===== src/rtl/data_memory_param.sv =====
// rtl/data_memory_param.sv - parametrised data memory with byte-lane writes, registered read and clear sweep
// One-port synchronous array; write-first merge and out-of-range handling sit outside the array.
module data_memory_param #(
   parameter int DATA_W = 16,
   parameter int ADDR_W = 6,
   parameter int DEPTH  = 64
) (
   input  logic                clk,
   input  logic                rst_n,
   input  logic                rd_dm_en,
   input  logic                wr_dm_en,
   input  logic [ADDR_W-1:0]   dm_addr,
   input  logic [DATA_W-1:0]   wr_dm_data,
   input  logic [DATA_W/8-1:0] wr_dm_be,
   input  logic                clr_start,
   output logic [DATA_W-1:0]   rd_dm_data,
   output logic                rd_valid,
   output logic                busy,
   output logic                addr_err
);

   localparam int NB = DATA_W / 8;
   localparam logic [ADDR_W:0]   DEPTH_X = (ADDR_W + 1)'(DEPTH);
   localparam logic [ADDR_W-1:0] LAST    = ADDR_W'(DEPTH - 1);

   typedef enum logic {S_IDLE, S_CLEAR} state_t;

   state_t              state, state_next;
   logic [ADDR_W-1:0]   ptr, ptr_next;

   logic                in_range;
   logic                idle;
   logic                rd_acc;
   logic                wr_acc;
   logic                ram_re;

   logic                mem_we;
   logic [ADDR_W-1:0]   mem_addr;
   logic [DATA_W-1:0]   mem_wdata;
   logic [NB-1:0]       mem_be;

   logic [DATA_W-1:0]   mem [DEPTH];
   logic [DATA_W-1:0]   ram_q;

   logic                rd_pend;
   logic                rd_oor;
   logic [NB-1:0]       byp_be;
   logic [DATA_W-1:0]   byp_data;
   logic [DATA_W-1:0]   rd_hold;
   logic [DATA_W-1:0]   merged;

   assign in_range = {1'b0, dm_addr} < DEPTH_X;
   assign idle     = (state == S_IDLE);
   assign rd_acc   = idle && rd_dm_en;
   assign wr_acc   = idle && wr_dm_en;
   assign ram_re   = rd_acc && in_range;

   always_ff @(posedge clk or negedge rst_n) begin
      if (!rst_n) begin
         state <= S_CLEAR;
         ptr   <= '0;
      end else begin
         state <= state_next;
         ptr   <= ptr_next;
      end
   end

   always_comb begin
      state_next = state;
      ptr_next   = ptr;
      case (state)
         S_IDLE: begin
            if (clr_start) begin
               state_next = S_CLEAR;
               ptr_next   = '0;
            end
         end
         S_CLEAR: begin
            if (ptr == LAST) begin
               state_next = S_IDLE;
               ptr_next   = '0;
            end else begin
               ptr_next = ptr + 1'b1;
            end
         end
         default: begin
            state_next = S_CLEAR;
            ptr_next   = '0;
         end
      endcase
   end

   // The sweep owns the array write port while busy; user writes are only taken when idle.
   always_comb begin
      busy      = (state == S_CLEAR);
      mem_we    = 1'b0;
      mem_addr  = dm_addr;
      mem_wdata = wr_dm_data;
      mem_be    = wr_dm_be;
      if (busy) begin
         mem_we    = 1'b1;
         mem_addr  = ptr;
         mem_wdata = '0;
         mem_be    = '1;
      end else begin
         mem_we = wr_dm_en && in_range;
      end
   end

   always_ff @(posedge clk) begin
      if (mem_we) begin
         for (int i = 0; i < NB; i++) begin
            if (mem_be[i]) mem[mem_addr][8*i +: 8] <= mem_wdata[8*i +: 8];
         end
      end
      if (ram_re) ram_q <= mem[dm_addr];
   end

   // The array reads old data on a collision; enabled lanes of the same-cycle write are patched in here.
   always_comb begin
      merged = '0;
      if (!rd_oor) begin
         for (int i = 0; i < NB; i++) begin
            merged[8*i +: 8] = byp_be[i] ? byp_data[8*i +: 8] : ram_q[8*i +: 8];
         end
      end
   end

   always_ff @(posedge clk or negedge rst_n) begin
      if (!rst_n) begin
         rd_pend  <= 1'b0;
         rd_oor   <= 1'b0;
         byp_be   <= '0;
         byp_data <= '0;
         addr_err <= 1'b0;
         rd_hold  <= '0;
      end else begin
         rd_pend  <= rd_acc;
         rd_oor   <= !in_range;
         byp_be   <= (wr_acc && in_range) ? wr_dm_be : '0;
         byp_data <= wr_dm_data;
         addr_err <= (rd_acc || wr_acc) && !in_range;
         if (rd_pend) rd_hold <= merged;
      end
   end

   assign rd_dm_data = rd_pend ? merged : rd_hold;
   assign rd_valid   = rd_pend;

endmodule


===== config.mk =====
export PLATFORM = sky130hd
export DESIGN_NAME = data_memory_param
export DESIGN_NICKNAME = d
export VERILOG_FILES = /design/src/rtl/data_memory_param.sv
export SDC_FILE = /design/constraint.sdc
export NUM_CORES = 1
export LEC_CHECK = 0
export CAP_MARGIN = 10
export CORE_MARGIN = 2
export CORE_UTILIZATION = 52
export DETAILED_ROUTE_END_ITERATION = 7
export PLACE_DENSITY = 0.71
export SYNTH_ARGS = -nofsm -noshare
export SYNTH_HDL_FRONTEND = slang
export SYNTH_SLANG_ARGS = --single-unit

===== constraint.sdc =====
create_clock -name clk -period 3.07 [get_ports clk]
set_input_delay 0.307 -clock clk [delete_from_list [all_inputs] [get_ports clk]]
set_output_delay 0.307 -clock clk [all_outputs]
set_load 0.05 [all_outputs]

==> results.sh <==
export IMPL_status="finished, final reports clean"
export IMPL_clk_latency_ns=0.66
export IMPL_portBuffers=46
export IMPL_netlist_top_cell_by_area="edfxtp_1"
export IMPL_via_per_inst=6.315
export IMPL_dp_slack_ns=0.07915
export IMPL_pwr_share_comb=0.119
export IMPL_worstSetupPathType="reg -> out"
export IMPL_finalCritPeriodShare=0.9799
export IMPL_nFillCells=5426
export IMPL_power_density_mw_per_mm2=702.1
export IMPL_die_h_um=288.2
export IMPL_initial_core_util=0.5233
export IMPL_timing_rr_start="busy$_DFF_PN1_"
export IMPL_grt_usage=0.2541
export IMPL_setup_ws_ns=0.06159
export IMPL_ys_seq_area_frac=0.7684
export IMPL_drt_iter0_markers=2880
export IMPL_p_seq_frac=0.507
export IMPL_synth_nets=2076
export IMPL_finalInstanceArea_sq_mm=0.04869
export IMPL_cap_violations=0
export IMPL_grt_pass1_vias=21849
export IMPL_finalNonFillerCells=3483
export IMPL_switching_share=0.2436
export IMPL_utilization=0.6064
export IMPL_fin_skew_ns=0.02370
export IMPL_avgSynthCellArea_sq_um=20.53
export IMPL_hold_path_class="in -> reg"
export IMPL_drive_above_1_share=0.2639
export IMPL_cts_tree="built"
export IMPL_grt_pass1_wl_um=152000
export IMPL_core_area_sq_mm=0.08029
export IMPL_fp_row_count=104
export IMPL_cp_data_arrival_time_ns=2.70
export IMPL_worst_pin_slew_ns=1.089
export IMPL_p_leak_nw=16.30
export IMPL_power_switching_w=0.008325
export IMPL_remaining_drc_errors=0
export IMPL_ctsHtreeMaxLevel=3
export IMPL_synth_edf_count=1040
export IMPL_power_w=0.03418
export IMPL_antenna_left=0
export IMPL_hold_violations=0
export IMPL_clockRootBuffer="clkbuf_16"
export IMPL_r2r_slack_ns=0.33
export IMPL_grt_max_degree=65
export IMPL_synth_top_area_share=0.7434
export IMPL_wirelength_um=104300
export IMPL_routabilityCongestion=0.9222
export IMPL_setup_violations=0
export IMPL_clk_pin_slew_ns=0.07
export IMPL_ff2ff_path_depth=6
export IMPL_dp_cells=3288
export IMPL_finalMaxSlewViolations=0
export IMPL_slew_headroom=0.2724
export IMPL_yosysUniqueCellTypes=55
export IMPL_final_common_cell="edfxtp_1"
export IMPL_async_reset_ff_frac=0.03882
export IMPL_placed_cell_area_sq_mm=0.04526
export IMPL_io_pins=48
export IMPL_max_freq_mhz=332.4
export IMPL_ys_flop_type="edfxtp_1"
export IMPL_p_clk_frac=0.373
export IMPL_ys_ff_latch=1082
export IMPL_gr_total_overflow=0
export IMPL_p_int_w=0.02586
export IMPL_min_from="wr_dm_data[13]"
export IMPL_required_ns=2.76
export IMPL_r2r_end="mem[26][3]$_DFFE_PP_"
export IMPL_layout_min_cycle_time_ns=3.008
export IMPL_dieArea_sq_mm=0.08308
export IMPL_dpl_hpwl_um=67930
export IMPL_whs_path_depth=1
export IMPL_crit_path_max_fanout=8
export IMPL_final_cell_mix="1,040 x edfxtp_1, 231 x buf_4, 189 x mux4_2, 162 x nor2_1, 106 x clkbuf_16"
export IMPL_num_vias=21994
export IMPL_postCtsSetupRepairBufs=0
export IMPL_synth_area_leaders="edfxtp_1 74%, mux4_2 10%, dfrtp_1 2.4%"
export IMPL_nets=2364
export IMPL_rsz0062_at_grt="false"
export IMPL_wire_per_inst_um=29.94
export IMPL_area_delta_synth_final_pct=15.89
export IMPL_dr_pass1_iters=7
export IMPL_grt_antenna_before_repair=3
export IMPL_hold_end="byp_data[13]$_DFF_PN0_"
export IMPL_ir_worst_vdd_mv=0.4886
export IMPL_synth_warnings=0
export IMPL_cp_end_kind="output pin"
export IMPL_clock_sinks=1082
export IMPL_die_x_um=288.2
export IMPL_cts_buffers=103
export IMPL_synthCells=2046
export IMPL_netlist_area_sq_mm=0.04201
export IMPL_clockBufferDepth=3
export IMPL_start_kind="flop"
==> logic make-up (layout without fill, tap and decap cells) <==
logic type / Yosys count / after routing / synth area share
and+or+nand+nor: 313 / 313 / 0.03395
muxes: 316 / 316 / 0.1421
other: 1 / 3 / 0.00008926
DFF: 1082 / 1082 / 0.7684
AOI/OAI and AO/OA: 213 / 213 / 0.03657
xor gates and xnor gates: 3 / 3 / 0.0006255
buffers and inverters: 117 / 492 / 0.01796
adders and majority gates: 1 / 1 / 0.0002978
==> power by group through the flow <==
stage / clock [W] / combinational, W / sequential, W
2_1_floorplan: 0 / 0.00216 / 0.0175
3_3_place_gp: 0 / 0.00396 / 0.0176
3_5_place_dp: 0 / 0.00403 / 0.0176
4_1_cts: 0.0129 / 0.00406 / 0.0173
5_1_grt: 0.0134 / 0.00427 / 0.0174
6_report: 0.0128 / 0.00408 / 0.0173
==> state kept, by name (all words and copies together) (netlist names) <==
| register | count |
|---|---|
| mem | 1024 |
| byp_data | 16 |
| ram_q | 16 |
| rd_hold | 16 |
| ptr | 6 |
| byp_be | 2 |
| busy | 1 |
| rd_valid | 1 |
==> how the worst max path moves through the flow <==
| stage | slack [ns] | start | endpoint |
|---|---|---|---|
| floorplan | -0.04 | busy$_DFF_PN1_ | mem[0][0]$_DFFE_PP_ |
| global placement | 0.12 | dm_addr[3] | ram_q[0]$_DFFE_PP_ |
| detailed placement | 0.08 | dm_addr[3] | ram_q[0]$_DFFE_PP_ |
| CTS | 0.04 | byp_be[0]$_DFF_PN0_ | rd_dm_data[2] |
| global route | 0.008 | byp_be[0]$_DFF_PN0_ | rd_dm_data[1] |
| finish | 0.06 | byp_be[0]$_DFF_PN0_ | rd_dm_data[2] |
==> metrics by stage <==
stage / setup TNS [ns] / hold slack (ns)
3_5_place_dp: 0 / 0.5251
3_3_place_gp: 0 / 0.5197
5_1_grt: 0 / 0.1173
2_1_floorplan: -13.89 / 0.01141
4_1_cts: 0 / 0.1005
6_report: 0 / 0.1294
==> layer usage <==
metal,GRT usage,wire [um],vias to the layer above,part of all wire
li1,-,-,9063,-
met1,0.3575,40330,11480,0.39
met2,0.4049,50140,1243,0.48
met3,0.05126,10500,204,0.10
met4,0.08161,3300,4,0.032
met5,0,21,-,0.00020
==> worst max-delay path, stage by stage, from the launching register on <==
cell	delay, ns
dfrtp_1	0.71
mux2i_1	0.17
a21oi_1	0.25
clkdlybuf4s50_1	0.90
==> cell type report <==
cell class | instances | area (sq um) | area share
timing repair buffer | 293 | 2536 | 0.05209
tap | 1060 | 1326 | 0.02724
antenna | 2 | 5.005 | 0.0001028
clock inverter | 67 | 680.7 | 0.01398
sequential | 1082 | 32280 | 0.6631
inverter | 7 | 28.78 | 0.0005911
clock buffer | 125 | 2724 | 0.05595
multi-input combinational | 847 | 9102 | 0.1870
==> cell usage after synthesis, types with 4 or more instances <==
cell type	count
dfrtp_1	41
buf_12	9
mux4_2	189
or4_1	7
mux2i_1	98
o22a_1	4
buf_2	34
buf_6	9
nand2_2	6
o221ai_1	7
nand2_1	64
o21ai_0	11
nand3_1	13
clkbuf_1	36
nor2_1	163
a211oi_1	41
a22o_1	9
edfxtp_1	1040
buf_1	7
nand2b_1	10
buf_4	14
a21oi_1	18
o22ai_1	77
a22oi_1	33
nor2b_1	22
mux4_1	27
nand3b_1	5
inv_1	6
and4_1	9
a211oi_2	6
==> what timing repair did <==
item                                   4_1_cts  5_1_grt
hold buffers                                 1        0
endpoints found under the hold margin       41        0
gates resized for setup                      2        2
setup endpoints to repair                   15        2
No activity file was read; power rests on OpenSTA's default activity.
